**config.mk**
```make
export PLATFORM = sky130hd
export DESIGN_NAME = regfile_wb_scoreboard
export DESIGN_NICKNAME = d
export VERILOG_FILES = /design/src/rtl/riscv_pkg.sv /design/src/rtl/reg_busy_table.sv /design/src/rtl/regfile_wb_scoreboard.sv
export SDC_FILE = /design/constraint.sdc
export NUM_CORES = 1
export LEC_CHECK = 0
export CELL_PAD_IN_SITES_DETAIL_PLACEMENT = 1
export CELL_PAD_IN_SITES_GLOBAL_PLACEMENT = 1
export CORE_UTILIZATION = 29
export CTS_CLUSTER_SIZE = 25
export DETAILED_ROUTE_END_ITERATION = 8
export PLACE_DENSITY = 0.86
export SETUP_SLACK_MARGIN = 0.15
export SLEW_MARGIN = 5
export SYNTH_ARGS = -nofsm -noshare
export SYNTH_HDL_FRONTEND = slang
export SYNTH_SLANG_ARGS = --single-unit
```
**constraint.sdc**
```tcl
create_clock -name CLK -period 5.3 [get_ports CLK]
set_clock_uncertainty 0.1 [all_clocks]
set_input_delay 1.06 -clock CLK [delete_from_list [all_inputs] [get_ports CLK]]
set_output_delay 1.06 -clock CLK [all_outputs]
set_load 0.02 [all_outputs]
```
**src/rtl/riscv_pkg.sv**
```systemverilog
// Shared RV32I register-file definitions for the writeback scoreboard slice.
package riscv_pkg;

    localparam int unsigned XLEN       = 32;
    localparam int unsigned REG_ADDR_W = 5;

    typedef logic [REG_ADDR_W-1:0] regidx_t;

    localparam regidx_t REG_X0 = 5'd0;

    function automatic logic is_x0(input regidx_t idx);
        return idx == REG_X0;
    endfunction

endpackage

```
**src/rtl/reg_busy_table.sv**
```systemverilog
// Pending-result bit per architectural register plus a registered count of set bits.
module reg_busy_table
    import riscv_pkg::*;
#(
    parameter int NREG = 32
) (
    input  logic                  CLK,
    input  logic                  Reset,
    input  logic                  set_en,
    input  regidx_t               set_idx,
    input  logic                  clr_en,
    input  regidx_t               clr_idx,
    output logic [NREG-1:0]       busy,
    output logic [REG_ADDR_W-1:0] busy_count
);

    logic [NREG-1:0] busy_nxt;
    logic            set_new;
    logic            clr_eff;

    // Count tracks only real bit transitions; a set on the clearing index wins.
    always_comb begin
        set_new  = set_en && !is_x0(set_idx) && !busy[set_idx];
        clr_eff  = clr_en && !is_x0(clr_idx) && busy[clr_idx]
                   && !(set_en && set_idx == clr_idx);
        busy_nxt = busy;
        if (clr_eff) begin
            busy_nxt[clr_idx] = 1'b0;
        end
        if (set_en && !is_x0(set_idx)) begin
            busy_nxt[set_idx] = 1'b1;
        end
        busy_nxt[0] = 1'b0;
    end

    always_ff @(posedge CLK) begin
        if (Reset) begin
            busy       <= '0;
            busy_count <= '0;
        end else begin
            busy <= busy_nxt;
            case ({set_new, clr_eff})
                2'b10:   busy_count <= busy_count + 1'b1;
                2'b01:   busy_count <= busy_count - 1'b1;
                default: busy_count <= busy_count;
            endcase
        end
    end

endmodule

```
**src/rtl/regfile_wb_scoreboard.sv**
```systemverilog
// Writeback controller: drives the register file write port, tracks in-flight
// destinations, stalls issue on RAW/WAW hazards and bypasses same-cycle results.
module regfile_wb_scoreboard
    import riscv_pkg::*;
#(
    parameter int XLEN = 32,
    parameter int NREG = 32
) (
    input  logic                  CLK,
    input  logic                  Reset,
    input  logic                  Issue_Valid,
    input  regidx_t               Issue_Rs1,
    input  regidx_t               Issue_Rs2,
    input  regidx_t               Issue_Rd,
    input  logic                  Issue_RdEn,
    output logic                  Issue_Stall,
    input  logic                  WB_Valid,
    input  regidx_t               WB_Rd,
    input  logic [XLEN-1:0]       WB_Data,
    output logic                  WB_Ready,
    output logic                  WE3,
    output regidx_t               A3,
    output logic [XLEN-1:0]       WD3,
    input  logic [XLEN-1:0]       RD1_In,
    input  logic [XLEN-1:0]       RD2_In,
    output logic [XLEN-1:0]       Op1,
    output logic [XLEN-1:0]       Op2,
    output logic [REG_ADDR_W-1:0] Busy_Count,
    output logic                  WB_Err
);

    logic [NREG-1:0] busy;
    logic            wb_fire;
    logic            haz_rs1;
    logic            haz_rs2;
    logic            haz_waw;
    logic            issue_fire;
    logic            set_en;
    logic            clr_en;

    always_comb begin
        WB_Ready = !Reset;
        wb_fire  = WB_Valid && WB_Ready;
        WE3      = wb_fire && !is_x0(WB_Rd);
        A3       = WB_Rd;
        WD3      = WB_Data;

        Op1 = (wb_fire && WB_Rd == Issue_Rs1 && !is_x0(Issue_Rs1)) ? WB_Data : RD1_In;
        Op2 = (wb_fire && WB_Rd == Issue_Rs2 && !is_x0(Issue_Rs2)) ? WB_Data : RD2_In;

        // A result landing this cycle resolves the hazard through the bypass.
        haz_rs1 = !is_x0(Issue_Rs1) && busy[Issue_Rs1] && !(wb_fire && WB_Rd == Issue_Rs1);
        haz_rs2 = !is_x0(Issue_Rs2) && busy[Issue_Rs2] && !(wb_fire && WB_Rd == Issue_Rs2);
        haz_waw = Issue_RdEn && !is_x0(Issue_Rd) && busy[Issue_Rd]
                  && !(wb_fire && WB_Rd == Issue_Rd);

        Issue_Stall = Issue_Valid && (haz_rs1 || haz_rs2 || haz_waw);
        issue_fire  = Issue_Valid && !Issue_Stall;
        set_en      = issue_fire && Issue_RdEn && !is_x0(Issue_Rd);
        clr_en      = wb_fire && !is_x0(WB_Rd);
    end

    reg_busy_table #(
        .NREG(NREG)
    ) u_busy (
        .CLK       (CLK),
        .Reset     (Reset),
        .set_en    (set_en),
        .set_idx   (Issue_Rd),
        .clr_en    (clr_en),
        .clr_idx   (WB_Rd),
        .busy      (busy),
        .busy_count(Busy_Count)
    );

    always_ff @(posedge CLK) begin
        if (Reset) begin
            WB_Err <= 1'b0;
        end else if (clr_en && !busy[WB_Rd]) begin
            WB_Err <= 1'b1;
        end
    end

endmodule
```
==> results of run 1 <==
==> layout make-up <==
type | instances | share of cell area
multi-input combinational | 335 | 0.443
tap | 184 | 0.0335
clock buffer | 7 | 0.0207
timing repair buffer | 258 | 0.374
sequential | 37 | 0.108
inverter | 39 | 0.0213
==> path summary, 6_finish.rpt <==
check,start,endpoint,slack [ps],cells after the start
max,Issue_Rs1[1],Issue_Stall,290,9
max reg2reg,u_busy.busy[10]$_SDFF_PP0_,u_busy.busy_count[4]$_SDFFE_PP0P_,1350,16
min reg2reg,u_busy.busy_count[4]$_SDFFE_PP0P_,u_busy.busy_count[4]$_SDFFE_PP0P_,410,2
min,u_busy.busy_count[4]$_SDFFE_PP0P_,u_busy.busy_count[4]$_SDFFE_PP0P_,410,2
==> worst max-delay path, delay by kind of cell <==
family,cells,cell delay [ps]
and+or+nand+nor,2,210
muxes,2,840
AOI/OAI and AO/OA,2,540
buffers and inverters,3,1200
==> flip-flops by register name, indices dropped and copies added, names as in the netlist <==
signal             cells
u_busy.busy_count      5
u_busy.busy           31
WB_Err                 1
==> what timing repair did <==
action / in CTS / in global routing
setup buffers: 0 / 0
setup endpoints to repair: 32 / 34
gates resized for setup: 1 / 9
hold buffers: 0 / 0
pin swaps: 0 / 2
==> synth_stat cells, types with 14 or more instances <==
cell type  count
mux2_1        62
buf_4         38
dfxtp_1       37
inv_1         37
o22ai_1       29
mux4_2        18
mux2i_1       17
clkbuf_1      16
nand3_1       16
o41ai_1       16
nand2_1       14
nor2_1        14
==> routing by layer <==
metal | global-route usage | routed length (um)
met1 | 0.314 | 7900
met2 | 0.487 | 11100
met3 | 0.0490 | 1620
met4 | 0.0730 | 503
met5 | 0 | 0
==> kinds of logic (layout without fill, tap and decap cells) <==
logic type / Yosys count / count (layout)
buffers and inverters: 114 / 304
multiplexers: 109 / 109
AO/OA/AOI/OAI: 103 / 103
AND/OR/NAND/NOR: 99 / 99
flip-flops: 37 / 37
XOR/XNOR: 20 / 20
adder cells (fa/ha/maj): 4 / 4
==> per-stage QoR <==
step / cells / instance area (um^2) / setup TNS [ps] / utilization
after floorplan: 486 / 4370 / 0 / -
after global placement: 853 / 6700 / 0 / 0.459
after detailed placement: 853 / 6700 / -37.1 / 0.459
after CTS: 860 / 6840 / 0 / 0.469
after global routing: 860 / 6880 / 0 / 0.471
final: 860 / 6880 / 0 / 0.471
==> power groups by stage <==
stage               Sequential [mW]  Combinational, mW  Clock, mW
floorplan                     0.290              0.195          0
global placement              0.290              0.404          0
detailed placement            0.290              0.414          0
CTS                           0.284              0.417      0.301
global route                  0.285              0.438      0.312
finish                        0.285              0.419      0.299
==> summary by stage, run 1 <==
Floorplanning
The height of the die is around 120 um. The count of pins on the block boundary is 231. The die footprint is ~0.016 mm^2. The starting density of the core is 0.299.

The floorplan row count is between 40 and 50. The die width is 125 um. The region available for standard cell placement spans between 0.01 and 0.015 mm^2.

Layout
The total area of multi-input combinational cells is just over 0.003 mm^2. The number of fill cells in the layout is around 1600. Leaving out fill and tap cells, the most frequent cells in the layout are 226 x clkdlybuf4s50_1, 62 x mux2_1, 37 x dfxtp_1, 37 x inv_1, 29 x o22ai_1. Of the cells placed in the final design, the portion with a size suffix greater than 1 is 0.114. The number of antenna diodes in the final layout is 0. The area used by sequential logic in the layout is about 740 um^2. The area added between synthesis and finish is 57.4%. Leaving out fill and tap cells, the most frequent cell in the layout is clkdlybuf4s50_1. The final layout contains 801 nets.

Synth
The adder-cell area share of the yosys netlist is 0.0115. The multiplexer share of the synthesized area is 0.330. The synthesized netlist contains 64 unique library cells. By area, the combinational part of the netlist is dominated by multiplexers.

Of all flip-flops after synthesis, the portion carrying an async set or reset was 0. Yosys printed 0 warnings. Among all flip-flop cells after synthesis, the most frequent one is dfxtp_1. When the netlist entered floorplanning its net count stood at roughly 610. After technology mapping, the gate count stands at around 490.

The post-synthesis simple-gate area fraction is 0.138. The post-synthesis area per instance is around 9 um^2. The compound-cell area share of the yosys netlist came to 0.169. The number of synthesized register bits is 37. Of the synthesized area, sequential elements account for 0.170. Yosys attributes the largest share of cell area to dfxtp_1 17%, mux2_1 16%, mux4_2 9.3%, buf_4 6.5%, o22ai_1 4.2%. Yosys mapped a number of flops with a built-in enable equal to 0. Of the total synthesized cell area, the portion taken by XOR and XNOR cells is 0.0401. Of the post-synthesis cell area, the dominant cell type holds 0.170.

In this run the cell area of the synthesized design comes to 0.00437 mm^2. The dominant cell type by area after synthesis is dfxtp_1.

Setup path
Data on the critical path arrives at its endpoint at between 3000 and 4000 ps. Walking the worst path, the cells encountered are clkdlybuf4s50_1 -> buf_6 -> mux4_1 -> mux2_4 -> a221oi_4 -> nor4_4 -> a211oi_1 -> nor2b_1 -> clkdlybuf4s50_1. The largest individual stage delay along the critical path comes from the cell clkdlybuf4s50_1. The critical path capture point type is a primary output. The start-to-end type of the worst setup path is in2out. Among the stages of the critical path, the cell type that occurs most often is clkdlybuf4s50_1.

The delay of the slowest cell on the worst path is about 560 ps. Data on the critical path is required at its endpoint by between 4000 and 5000 ps. The highest fanout seen on the critical path is 11.

The sort of element at the start of the critical path is an input port.

Clock network
In this run the number of H-tree levels came out at 2. The number of clock buffers added by TritonCTS is 5. The tree is rooted in a clkbuf_16. The count of clock tree sinks is 37. In this run the deepest clock path goes through 2 buffers. The clock latency of the later-clocked register in the worst-skew pair is about 290 ps. The CTS tree is done. After clock tree synthesis, the clock-pin slew on the worst setup and hold paths is 50 ps.

Global routing
The initial antenna violation count is 0. For this run, the total global-route usage over all layers was measured as 0.267. The number of global-route vias before repair is between 5000 and 6000.

Entering global routing, the biggest net connects 33 pins. The first global-routing pass estimated about 32 mm of wire. The global route total overflow is 0.

Drt
The post-route antenna net violation count is 0. The routed layout has just under 5000 vias. The total length of routed wires is approximately 21 mm. The first detailed-routing pass ran for 5 iterations. In the final routed layout, each cell accounts on average for roughly 25 um. The via count normalized by instance count is approximately 5.7. The number of remaining DRC errors is 0. The first-iteration detailed-routing DRC count is about 460.

Flow run
The reported max-cap violation count is 0.

Power and ir drop
The power per unit of standard cell area is about 150 mW/mm^2. The total power of the final layout is ~1.0 mW. The proportion of total power due to net switching is 0.319. Of the total power, registers draw 0.284. In this run the static leakage power is between 2 and 2.5 nW. Internal power comes to 0.683 mW.

For this design the total switching power over the nets is roughly 0.32 mW. The worst-case IR drop observed on VDD is between 0.09 and 0.1 mV. The clock power share is 0.298.

The share of total power dissipated in combinational logic is 0.418.

STA
The final critical-path share of the clock period is 0.945. The count of final max-slew check failures is 0. The worst path setup slack after routing is between 200 and 300 ps. Headroom to the max-slew limit came out at 0.473. The fmax is about 200 MHz. At the pin with the least slew margin, the transition time is 788 ps.

The count of final setup violators is 0. Setup repair after global routing could not meet its margin everywhere. Final hold analysis gives a worst-case slack of ~410 ps. The final hold violation count is 0. The final period demand of the worst path is 5010 ps.

Placed design
The post-placement worst setup slack is -37.1 ps. Detailed placement finished with a half-perimeter wire length of ~17 mm. The congestion estimate from routability-driven global placement came to 0.933.

The count of buffers added on input and output ports is 230.

Status
The run finished with clean final reports.

Worst hold path
The path category of the worst min-delay check is reg2reg.
(Power assumes the default switching activity.)
==> inputs of run 2 (changes only) <==
- CTS_CLUSTER_SIZE: 25 -> default
==> results of run 2 <==
Final layout, timing and power as in run 1 (identical DEF).
